[config.mk]
export PLATFORM = sky130hd
export DESIGN_NAME = snes_rom_loader
export DESIGN_NICKNAME = d
export VERILOG_FILES = /design/src/rtl/snes_loader_pkg.sv /design/src/rtl/loader_flash_reader.sv /design/src/rtl/snes_rom_loader.sv
export SDC_FILE = /design/constraint.sdc
export NUM_CORES = 1
export LEC_CHECK = 0
export ABC_AREA = 1
export BUFFER_PORTS_ARGS = -buffer_cell sky130_fd_sc_hd__buf_4
export CAP_MARGIN = 20
export CORE_MARGIN = 2
export CORE_UTILIZATION = 50
export DETAILED_ROUTE_END_ITERATION = 6
export PLACE_DENSITY = 0.74
export SLEW_MARGIN = 20
export SYNTH_ARGS = -nofsm -noshare
export SYNTH_HDL_FRONTEND = slang
export SYNTH_SLANG_ARGS = --single-unit
export TNS_END_PERCENT = 5
[constraint.sdc]
create_clock -name clk -period 2.4 [get_ports clk]
set_input_delay 0.12 -clock clk [delete_from_list [all_inputs] [get_ports clk]]
set_output_delay 0.12 -clock clk [all_outputs]
set_load 0.03 [all_outputs]
[src/rtl/snes_loader_pkg.sv]
// snes_loader_pkg: shared state encoding and header constants for the SNES ROM loader
package snes_loader_pkg;
  typedef enum logic [2:0] {
    START,
    HDR0,
    HDR1,
    RD,
    WR_LO,
    WR_HI,
    DONE
  } state_t;
  localparam int HDR_WORDS = 2;
  localparam logic [7:0] MAGIC = 8'h53;
endpackage

[src/rtl/loader_flash_reader.sv]
// loader_flash_reader: one-word-at-a-time valid/ready flash read with word capture and address stepping
module loader_flash_reader (
  input  logic        clk,
  input  logic        reset_n,
  input  logic        set_addr,
  input  logic [23:0] base,
  input  logic        req,
  input  logic        flashmem_ready,
  input  logic [31:0] flash_dout,
  output logic        loading,
  output logic [23:0] flash_address,
  output logic [31:0] word,
  output logic        valid
);
  // hold the request until the flash answers, then capture, step the address and drop the request for a cycle
  always_ff @(posedge clk or negedge reset_n) begin
    if (!reset_n) begin
      loading       <= 1'b0;
      flash_address <= '0;
      word          <= '0;
      valid         <= 1'b0;
    end else begin
      valid <= 1'b0;
      if (set_addr) flash_address <= {base[23:2], 2'b00};
      if (loading && flashmem_ready) begin
        word          <= flash_dout;
        loading       <= 1'b0;
        flash_address <= flash_address + 24'd4;
        valid         <= 1'b1;
      end else if (req) begin
        loading <= 1'b1;
      end
    end
  end
endmodule

[src/rtl/snes_rom_loader.sv]
// snes_rom_loader: boot-time copy of one SNES game image from SPI flash to SDRAM; SNES_ROM_LOADER_MAGIC_EN enables the header magic check
module snes_rom_loader
  import snes_loader_pkg::*;
#(
  parameter logic [23:0] FLASH_BASE    = 24'h200000,
  parameter int          SLOT_SHIFT    = 21,
  parameter int          WR_GAP        = 8,
  parameter logic [23:0] ROM_MAX_BYTES = 24'h800000
) (
  input  logic        clk,
  input  logic        reset_n,
  input  logic [2:0]  sel,
  output logic        loading,
  input  logic        flashmem_ready,
  output logic [23:0] flash_address,
  input  logic [31:0] flash_dout,
  output logic        wren,
  output logic [24:0] load_address,
  output logic [15:0] load_data,
  output logic        ready,
  output logic [7:0]  rom_type,
  output logic [23:0] rom_mask,
  output logic [23:0] ram_mask
);
  state_t      state;
  logic [23:0] slot;
  logic [23:0] slot_sel;
  logic [23:0] rom_size;
  logic [23:0] hdr_size;
  logic [23:0] end_addr;
  logic [7:0]  gap;
  logic        rd_req;
  logic        rd_valid;
  logic [31:0] rd_word;

  assign slot_sel = FLASH_BASE + (24'(sel) << SLOT_SHIFT);
  assign hdr_size = (rd_word[23:0] > ROM_MAX_BYTES) ? ROM_MAX_BYTES : rd_word[23:0];
  assign rd_req   = (state == HDR0 || state == HDR1 || state == RD) && !rd_valid;

  loader_flash_reader u_reader (
    .clk           (clk),
    .reset_n       (reset_n),
    .set_addr      (state == START),
    .base          (slot_sel),
    .req           (rd_req),
    .flashmem_ready(flashmem_ready),
    .flash_dout    (flash_dout),
    .loading       (loading),
    .flash_address (flash_address),
    .word          (rd_word),
    .valid         (rd_valid)
  );

  // header parse, payload write sequencing with a fixed write spacing, and completion flag
  always_ff @(posedge clk or negedge reset_n) begin
    if (!reset_n) begin
      state        <= START;
      slot         <= '0;
      rom_size     <= '0;
      end_addr     <= '0;
      gap          <= '0;
      wren         <= 1'b0;
      load_address <= '0;
      load_data    <= '0;
      ready        <= 1'b0;
      rom_type     <= '0;
      rom_mask     <= '0;
      ram_mask     <= '0;
    end else begin
      wren <= 1'b0;
      if (gap != 8'd0) gap <= gap - 8'd1;
      if (wren) load_address <= load_address + 25'd2;
      case (state)
        START: begin
          slot  <= slot_sel;
          state <= HDR0;
        end
        HDR0: if (rd_valid) begin
          rom_type <= rd_word[31:24];
          rom_size <= hdr_size;
          rom_mask <= (hdr_size == 24'd0) ? 24'd0 : hdr_size - 24'd1;
          state    <= HDR1;
        end
        HDR1: if (rd_valid) begin
          ram_mask <= (rd_word[23:0] == 24'd0) ? 24'd0 : rd_word[23:0] - 24'd1;
          end_addr <= slot + 24'(HDR_WORDS * 4) + ((rom_size + 24'd3) & ~24'd3);
          state    <= (rom_size == 24'd0) ? DONE : RD;
`ifdef SNES_ROM_LOADER_MAGIC_EN
          if (rd_word[31:24] != MAGIC) begin
            rom_type <= '0;
            rom_mask <= '0;
            ram_mask <= '0;
            state    <= DONE;
          end
`endif
        end
        RD: if (rd_valid) state <= WR_LO;
        WR_LO: if (gap == 8'd0) begin
          wren      <= 1'b1;
          load_data <= rd_word[15:0];
          gap       <= 8'(WR_GAP - 1);
          state     <= WR_HI;
        end
        WR_HI: if (gap == 8'd0) begin
          wren      <= 1'b1;
          load_data <= rd_word[31:16];
          gap       <= 8'(WR_GAP - 1);
          state     <= (flash_address == end_addr) ? DONE : RD;
        end
        DONE: ready <= 1'b1;
        default: state <= START;
      endcase
    end
  end
endmodule

Word-level counts from Yosys, hierarchy flattened

Index checks and enable logic that the tools add are counted.

Flip-flop bits (word level): 240
Bits in latches: 0
Bits in writable memories: 0
Memory bits (read-only): 0
Bits of input ports: 38
Output and inout bits: 124
Memories: 0

Add/subtract/negate cells: 9
Multipliers: 0
Div/mod/pow operators: 0
Magnitude comparators: 1
Equality and inequality tests: 12
Shift-type cells: 0
Muxes and demuxes: 24
Bitwise gates (word level): 1
Reduce and logical (&&, ||, !) cells: 19

Operators with widths:

| operator                                              | count |
|---|---|
| 2-to-1 mux 24 bit                                     | 5 |
| zero test 24 bit                                      | 3 |
| subtractor 24 x 1 -> 24 bit, second input constant    | 2 |
| 2-to-1 mux 16 bit                                     | 2 |
| one-hot mux 16 bit (2 select lines)                   | 1 |
| adder 25 x 2 -> 25 bit, second input constant         | 1 |
| adder 22 x 24 -> 24 bit, first input constant         | 1 |
| adder 24 x 2 -> 24 bit, second input constant         | 1 |
| adder 24 bit                                          | 1 |
| adder 24 x 3 -> 24 bit, second input constant         | 1 |
| adder 24 x 4 -> 24 bit, second input constant         | 1 |
| == test 24 bit                                        | 1 |
| greater-than comparator 24 bit, second input constant | 1 |
| 2-to-1 mux 8 bit                                      | 3 |
| 2-to-1 mux 3 bit                                      | 7 |
| one-hot mux 3 bit (7 select lines)                    | 1 |
| == test 3 bit, second input constant                  | 3 |
| zero test 8 bit                                       | 1 |
| nonzero test 8 bit                                    | 1 |
| subtractor 8 x 1 -> 8 bit, second input constant      | 1 |
| == test 3 x 2 -> 1 bit, second input constant         | 2 |
| != test 2 x 1 -> 1 bit, second input constant         | 3 |
| AND reduction 6 bit                                   | 1 |
| nonzero test 2 bit                                    | 3 |
| 11 further kinds                                      | 19 |

Longest topological paths before layout

Word-level depth: 6
Gate-level depth with buffers: 22
Mapped depth without buffers: 19

Cells and area by module

A second synthesis with hierarchy kept.

Cells, all modules: 1535
Area total of the unflattened synthesis: 11726.2 um2

Modules (own cells, without submodules):

| module              | instances | cells each | area an instance (um2) |
|---|---|---|---|
| snes_rom_loader     | 1         | 1148       | 8876.0 |
| loader_flash_reader | 1         | 387        | 2850.2 |

Worst setup path before layout

No wires, ideal clock.

Path kind: register to register
From: register u_reader.word[0]
To: register rom_mask[20]
Library setup time: 0.066 ns
Arrival time: 2.516 ns
Data required time: 2.334 ns
Slack: -0.182 ns
Cell stages (with the launch flop): 23
Buffers on the path: 3
Clock period less this slack: 2.582 ns
Cells stage by stage: dfrtp_1 -> inv_1 -> ha_1 -> nand3_4 -> nor2_4 -> nand2_2 -> nor2_2 -> nand2_1 -> nand2_2 -> buf_6 -> inv_2 -> buf_2 -> nor2_1 -> inv_1 -> ha_1 -> nand4_1 -> nor2_1 -> nand2_2 -> nand2_4 -> inv_4 -> buf_8 -> nand3_2 -> nand2_1

Cells in the longest elaborated chain, start to end: 4

Ends and longest elaborated chain:

| item                                                                   | line                      | text |
|---|---|---|
| from (decl)                                                            | loader_flash_reader.sv:12 | `output logic [31:0] word,` |
| from (signal assigned)                                                 | loader_flash_reader.sv:26 | `word <= flash_dout;` |
| greater-than comparator 24 bit                                         | snes_rom_loader.sv:37     | `assign hdr_size = (rd_word[23:0] > ROM_MAX_BYTES) ? ROM_MAX_BYTES : rd_word[23:0];` |
| 2-to-1 mux 24 bit *                                                    | snes_rom_loader.sv:37     |  |
| subtractor 24 x 1 -> 24 bit / zero test 24 bit (equally long branches) | snes_rom_loader.sv:81     | `rom_mask <= (hdr_size == 24'd0) ? 24'd0 : hdr_size - 24'd1;` |
| 2-to-1 mux 24 bit *                                                    | snes_rom_loader.sv:81     |  |
| to (signal assigned)                                                   | snes_rom_loader.sv:81     |  |
| to (decl)                                                              | snes_rom_loader.sv:22     | `output logic [23:0] rom_mask,` |

Mark *: on every way between the ends. The rest lies on a longest branch, timed or not.
A chain may end at the register's enable or synchronous reset.

Worst setup path in the final report

From: register u_reader.word[8]
To: register rom_mask[21]

Same word-level chain as after synthesis.

==> qor.tcl <==
set qor(synth-async-reset-ratio_pct) 100
set qor(vias) 10304
set qor(period_needed_ns) 2.27
set qor(htree_num_levels) 1
set qor(synth_cell_types) 50
set qor(placeableCoreArea_um2) 21800
set qor(outcome) {complete, but fails checks}
set qor(finalSetupViolCount) 0
set qor(drv_slew) 0
set qor(synth_seq_cells) 214
set qor(synth_top_flop_cell) {sky130_fd_sc_hd__dfrtp_1}
set qor(power_density_cells_nw_per_um2) 1220
set qor(grt.total_usage_pct) 27.3
set qor(placement.io_buffers) 158
set qor(gr-total-overflow) 0
set qor(final_cells) 1941
set qor(cap_violations) 0
set qor(timing.setup.critical_path_class) {flip-flop to flip-flop}
set qor(cts_buffer_depth) 3
set qor(failing_checks) {DRC}
set qor(ctsRootBufferMaster) {sky130_fd_sc_hd__clkbuf_16}
set qor(postSynthCellCount) 1409
set qor(dieWidth_um) 153
set qor(vdd.ir_drop.worst_mv) 0.925
set qor(cts.sinks) 214
set qor(critPathRequiredTime_ns) 2.84
set qor(dp.cells) 1859
set qor(yosys_warnings) 0
set qor(sequential_cell_area_fraction_in_the_yosys_report_pct) 48.1
set qor(first_pass_detailed_route_iteration_total) 7
set qor(grt_setup_unrepaired) {yes}
set qor(grt_max_degree) 73
set qor(number_of_synthesized_flops_with_an_enable_pin) 0
set qor(via_per_inst) 5.31
set qor(vias_in_the_first_global_route) 9888
set qor(achievable-frequency_ghz) 0.440
set qor(dieHeight_um) 153
set qor(critical_path_peak_fanout) 4
set qor(synth_area_um2) 11100
set qor(max-slew-margin-rel_pct) 45.7
set qor(net_count_final) 1696
set qor(timing.hold.ws_ns) 0.0847
set qor(power.static_leakage_uw) 0.00692
set qor(timing_hold_violations_final) 0
set qor(antenna_found_initial) 0
set qor(wirelength_um) 31900
set qor(drive_gt1_share_pct) 19.6
set qor(diode_insertion_count_for_antenna_repair) 0
set qor(crit_arrival_ns) 2.71
set qor(least_margin_pin_slew_ns) 0.814
set qor(route.detailed.wl_per_inst_um) 16.4
set qor(hold_path.class) {primary input to flip-flop}
set qor(drt_iter0_markers) 783
set qor(grt_first_pass_wirelength_um) 51600
set qor(tritoncts) {done}
set qor(post_route_antenna_net_violation_count) 0
set qor(cts.reportedPaths.clkPinSlew_ns) 0.06
set qor(fp.dieArea_um2) 23500
set qor(crit_path_start_kind) {flip-flop}
set qor(initial_core_util_pct) 51.0
set qor(area.growth.synth_to_final_pct) 26.9
set qor(fp-row-count) 54
set qor(layout_setup_ws_ns) 0.130
set qor(clock_skew_ns) 0.0121
set qor(syn_area_per_cell_um2) 7.90
set qor(post_place_setup_slack_ns) 0.0572
set qor(hpwl_um) 23800
set qor(final_routed_drc_violation_total) 3
set qor(placer_congestion_estimate) 0.974
set qor(cts-buffers-inserted) 24
set qor(insertion_delay_ns) 0.52
set qor(finalCritPeriodShare_pct) 94.6
set qor(boundaryPins) 162
set qor(critical_path.endpoint_type) {flip-flop}
[per-stage QoR]
stage / util, % / area (µm²) / total power (µW) / setup TNS (ns)
finish: 64.7 / 14100 / 17200 / 0
global route: 64.7 / 14100 / 18400 / -0.260
CTS: 64.2 / 14000 / 17200 / 0
detailed placement: 59.2 / 12900 / 13600 / 0
global placement: 59.2 / 12900 / 13400 / 0
floorplan: - / 11200 / 10600 / 0
[metal layers]
layer / share of wire (%) / track usage (%) / vias up / wire [µm]
met5: 0 / 0 / - / 0
met4: 4.7 / 11.2 / 0 / 1490
met3: 6.5 / 3.86 / 82 / 2060
met2: 46 / 43.9 / 376 / 14700
met1: 43 / 37.3 / 4826 / 13700
li1: - / - / 5020 / -
[repair_timing]
| item | CTS | global route |
|---|---|---|
| endpoints found under the hold margin | 88 | 0 |
| endpoints found under the setup margin | 0 | 26 |
| gates resized for setup | 0 | 24 |
| hold buffers | 36 | 0 |
| buffers inserted | 0 | 3 |
[sequential cells by signal (all words and copies together) (netlist names), 3 cells and up]
register                flops
u_reader.word              32
load_address               24
ram_mask                   24
rom_mask                   24
rom_size                   24
end_addr                   22
u_reader.flash_address     22
load_data                  16
gap                         8
rom_type                    8
slot                        3
state                       3
[placed cells by master (no fill, tap or decap), types with 9 or more instances in the layout]
master	netlist	layout
sky130_fd_sc_hd__a21oi_1	19	19
sky130_fd_sc_hd__buf_4	3	208
sky130_fd_sc_hd__clkbuf_16	0	25
sky130_fd_sc_hd__dfrtp_1	214	212
sky130_fd_sc_hd__dlygate4sd3_1	0	36
sky130_fd_sc_hd__ha_1	12	10
sky130_fd_sc_hd__inv_1	155	150
sky130_fd_sc_hd__inv_2	12	16
sky130_fd_sc_hd__nand2_1	390	387
sky130_fd_sc_hd__nand2_2	9	9
sky130_fd_sc_hd__nand3_1	64	64
sky130_fd_sc_hd__nand4_1	31	31
sky130_fd_sc_hd__nor2_1	112	106
sky130_fd_sc_hd__nor2_2	15	17
sky130_fd_sc_hd__nor3_1	26	25
sky130_fd_sc_hd__o21ai_0	152	150
sky130_fd_sc_hd__o21ai_1	13	15
sky130_fd_sc_hd__o22ai_1	16	16
sky130_fd_sc_hd__xnor2_1	23	23
sky130_fd_sc_hd__xor2_1	49	48
[worst paths after layout]
kind | startpoint | to | slack [ns] | cells past startpoint
worst max-delay path | u_reader.word[8] | rom_mask[21] | 0.13 | 9
worst min-delay path | flashmem_ready | u_reader.flash_address[2] | 0.08 | 4
worst max register to register | u_reader.word[8] | rom_mask[21] | 0.13 | 9
worst min register to register | load_address[24] | load_address[24] | 0.48 | 1
max in group asynchronous | reset_n | rom_mask[20] | 1.52 | 3
min in group asynchronous | reset_n | load_address[11] | 0.13 | 2
[cells by family after synthesis]
logic type | synth area share (%)
xor gates and xnor gates | 5.66
AOI/OAI and AO/OA | 10.8
and+or+nand+nor | 26.6
DFF | 48.1
buffers and inverters | 7.37
adders and majority gates | 1.35
muxes | 0.101
other | 0.0337
[worst max-delay path, stage by stage, from the launching register on]
cell and delay, ns:
sky130_fd_sc_hd__dfrtp_1 0.43, sky130_fd_sc_hd__inv_1 0.19, sky130_fd_sc_hd__nand2_1 0.11, sky130_fd_sc_hd__nor3_1 0.19, sky130_fd_sc_hd__nor3b_1 0.33, sky130_fd_sc_hd__nand2_1 0.15
sky130_fd_sc_hd__nor2_1 0.33, sky130_fd_sc_hd__xor2_2 0.26, sky130_fd_sc_hd__nor2_1 0.07, sky130_fd_sc_hd__o21ai_1 0.12
[cell type report]
| class | count | area (µm²) |
|---|---|---|
| clock inverter | 9 | 72.6 |
| clock buffer | 32 | 662 |
| sequential | 214 | 5360 |
| tap | 280 | 350 |
| multi-input combinational | 991 | 5080 |
| timing repair inverter | 1 | 6.26 |
| inverter | 168 | 643 |
| fill | 1871 | 7690 |
| timing repair buffer | 246 | 1960 |
[cells in the mapped netlist, types with 3 or more instances]
master                       n  area [µm²]
sky130_fd_sc_hd__nand2_1   390        1460
sky130_fd_sc_hd__xor2_1     49         429
sky130_fd_sc_hd__nand2_2     9        56.3
sky130_fd_sc_hd__o211ai_1    3        22.5
sky130_fd_sc_hd__or2_2       8        50.1
sky130_fd_sc_hd__buf_4       3        22.5
sky130_fd_sc_hd__inv_2      12        45.0
sky130_fd_sc_hd__nor2_1    112         420
sky130_fd_sc_hd__buf_2       3        15.0
sky130_fd_sc_hd__nand3_2     5        50.1
sky130_fd_sc_hd__o21ai_1    13        65.1
sky130_fd_sc_hd__nor3b_1     3        22.5
sky130_fd_sc_hd__buf_1       8        30.0
sky130_fd_sc_hd__a21oi_1    19        95.1
sky130_fd_sc_hd__xnor2_1    23         201
sky130_fd_sc_hd__o21ai_0   152         761
sky130_fd_sc_hd__dfrtp_1   214        5360
sky130_fd_sc_hd__a31oi_1     4        25.0
sky130_fd_sc_hd__o22ai_1    16         100
sky130_fd_sc_hd__ha_1       12         150
sky130_fd_sc_hd__nor4_1      4        25.0
sky130_fd_sc_hd__nor3_1     26         130
sky130_fd_sc_hd__a22oi_1     3        22.5
sky130_fd_sc_hd__nand4_1    31         194
sky130_fd_sc_hd__nand3_1    64         320
sky130_fd_sc_hd__nor2_2     15        93.8
sky130_fd_sc_hd__inv_1     155         582
sky130_fd_sc_hd__clkbuf_1   22        82.6
sky130_fd_sc_hd__o31ai_1     4        30.0
[power breakdown]
part | switching, µW | internal (µW) | leakage [µW]
clock network | 1440 | 2030 | 0.000364
registers | 1020 | 4860 | 0.00278
logic | 5150 | 2710 | 0.00378
(Power assumes the default switching activity.)
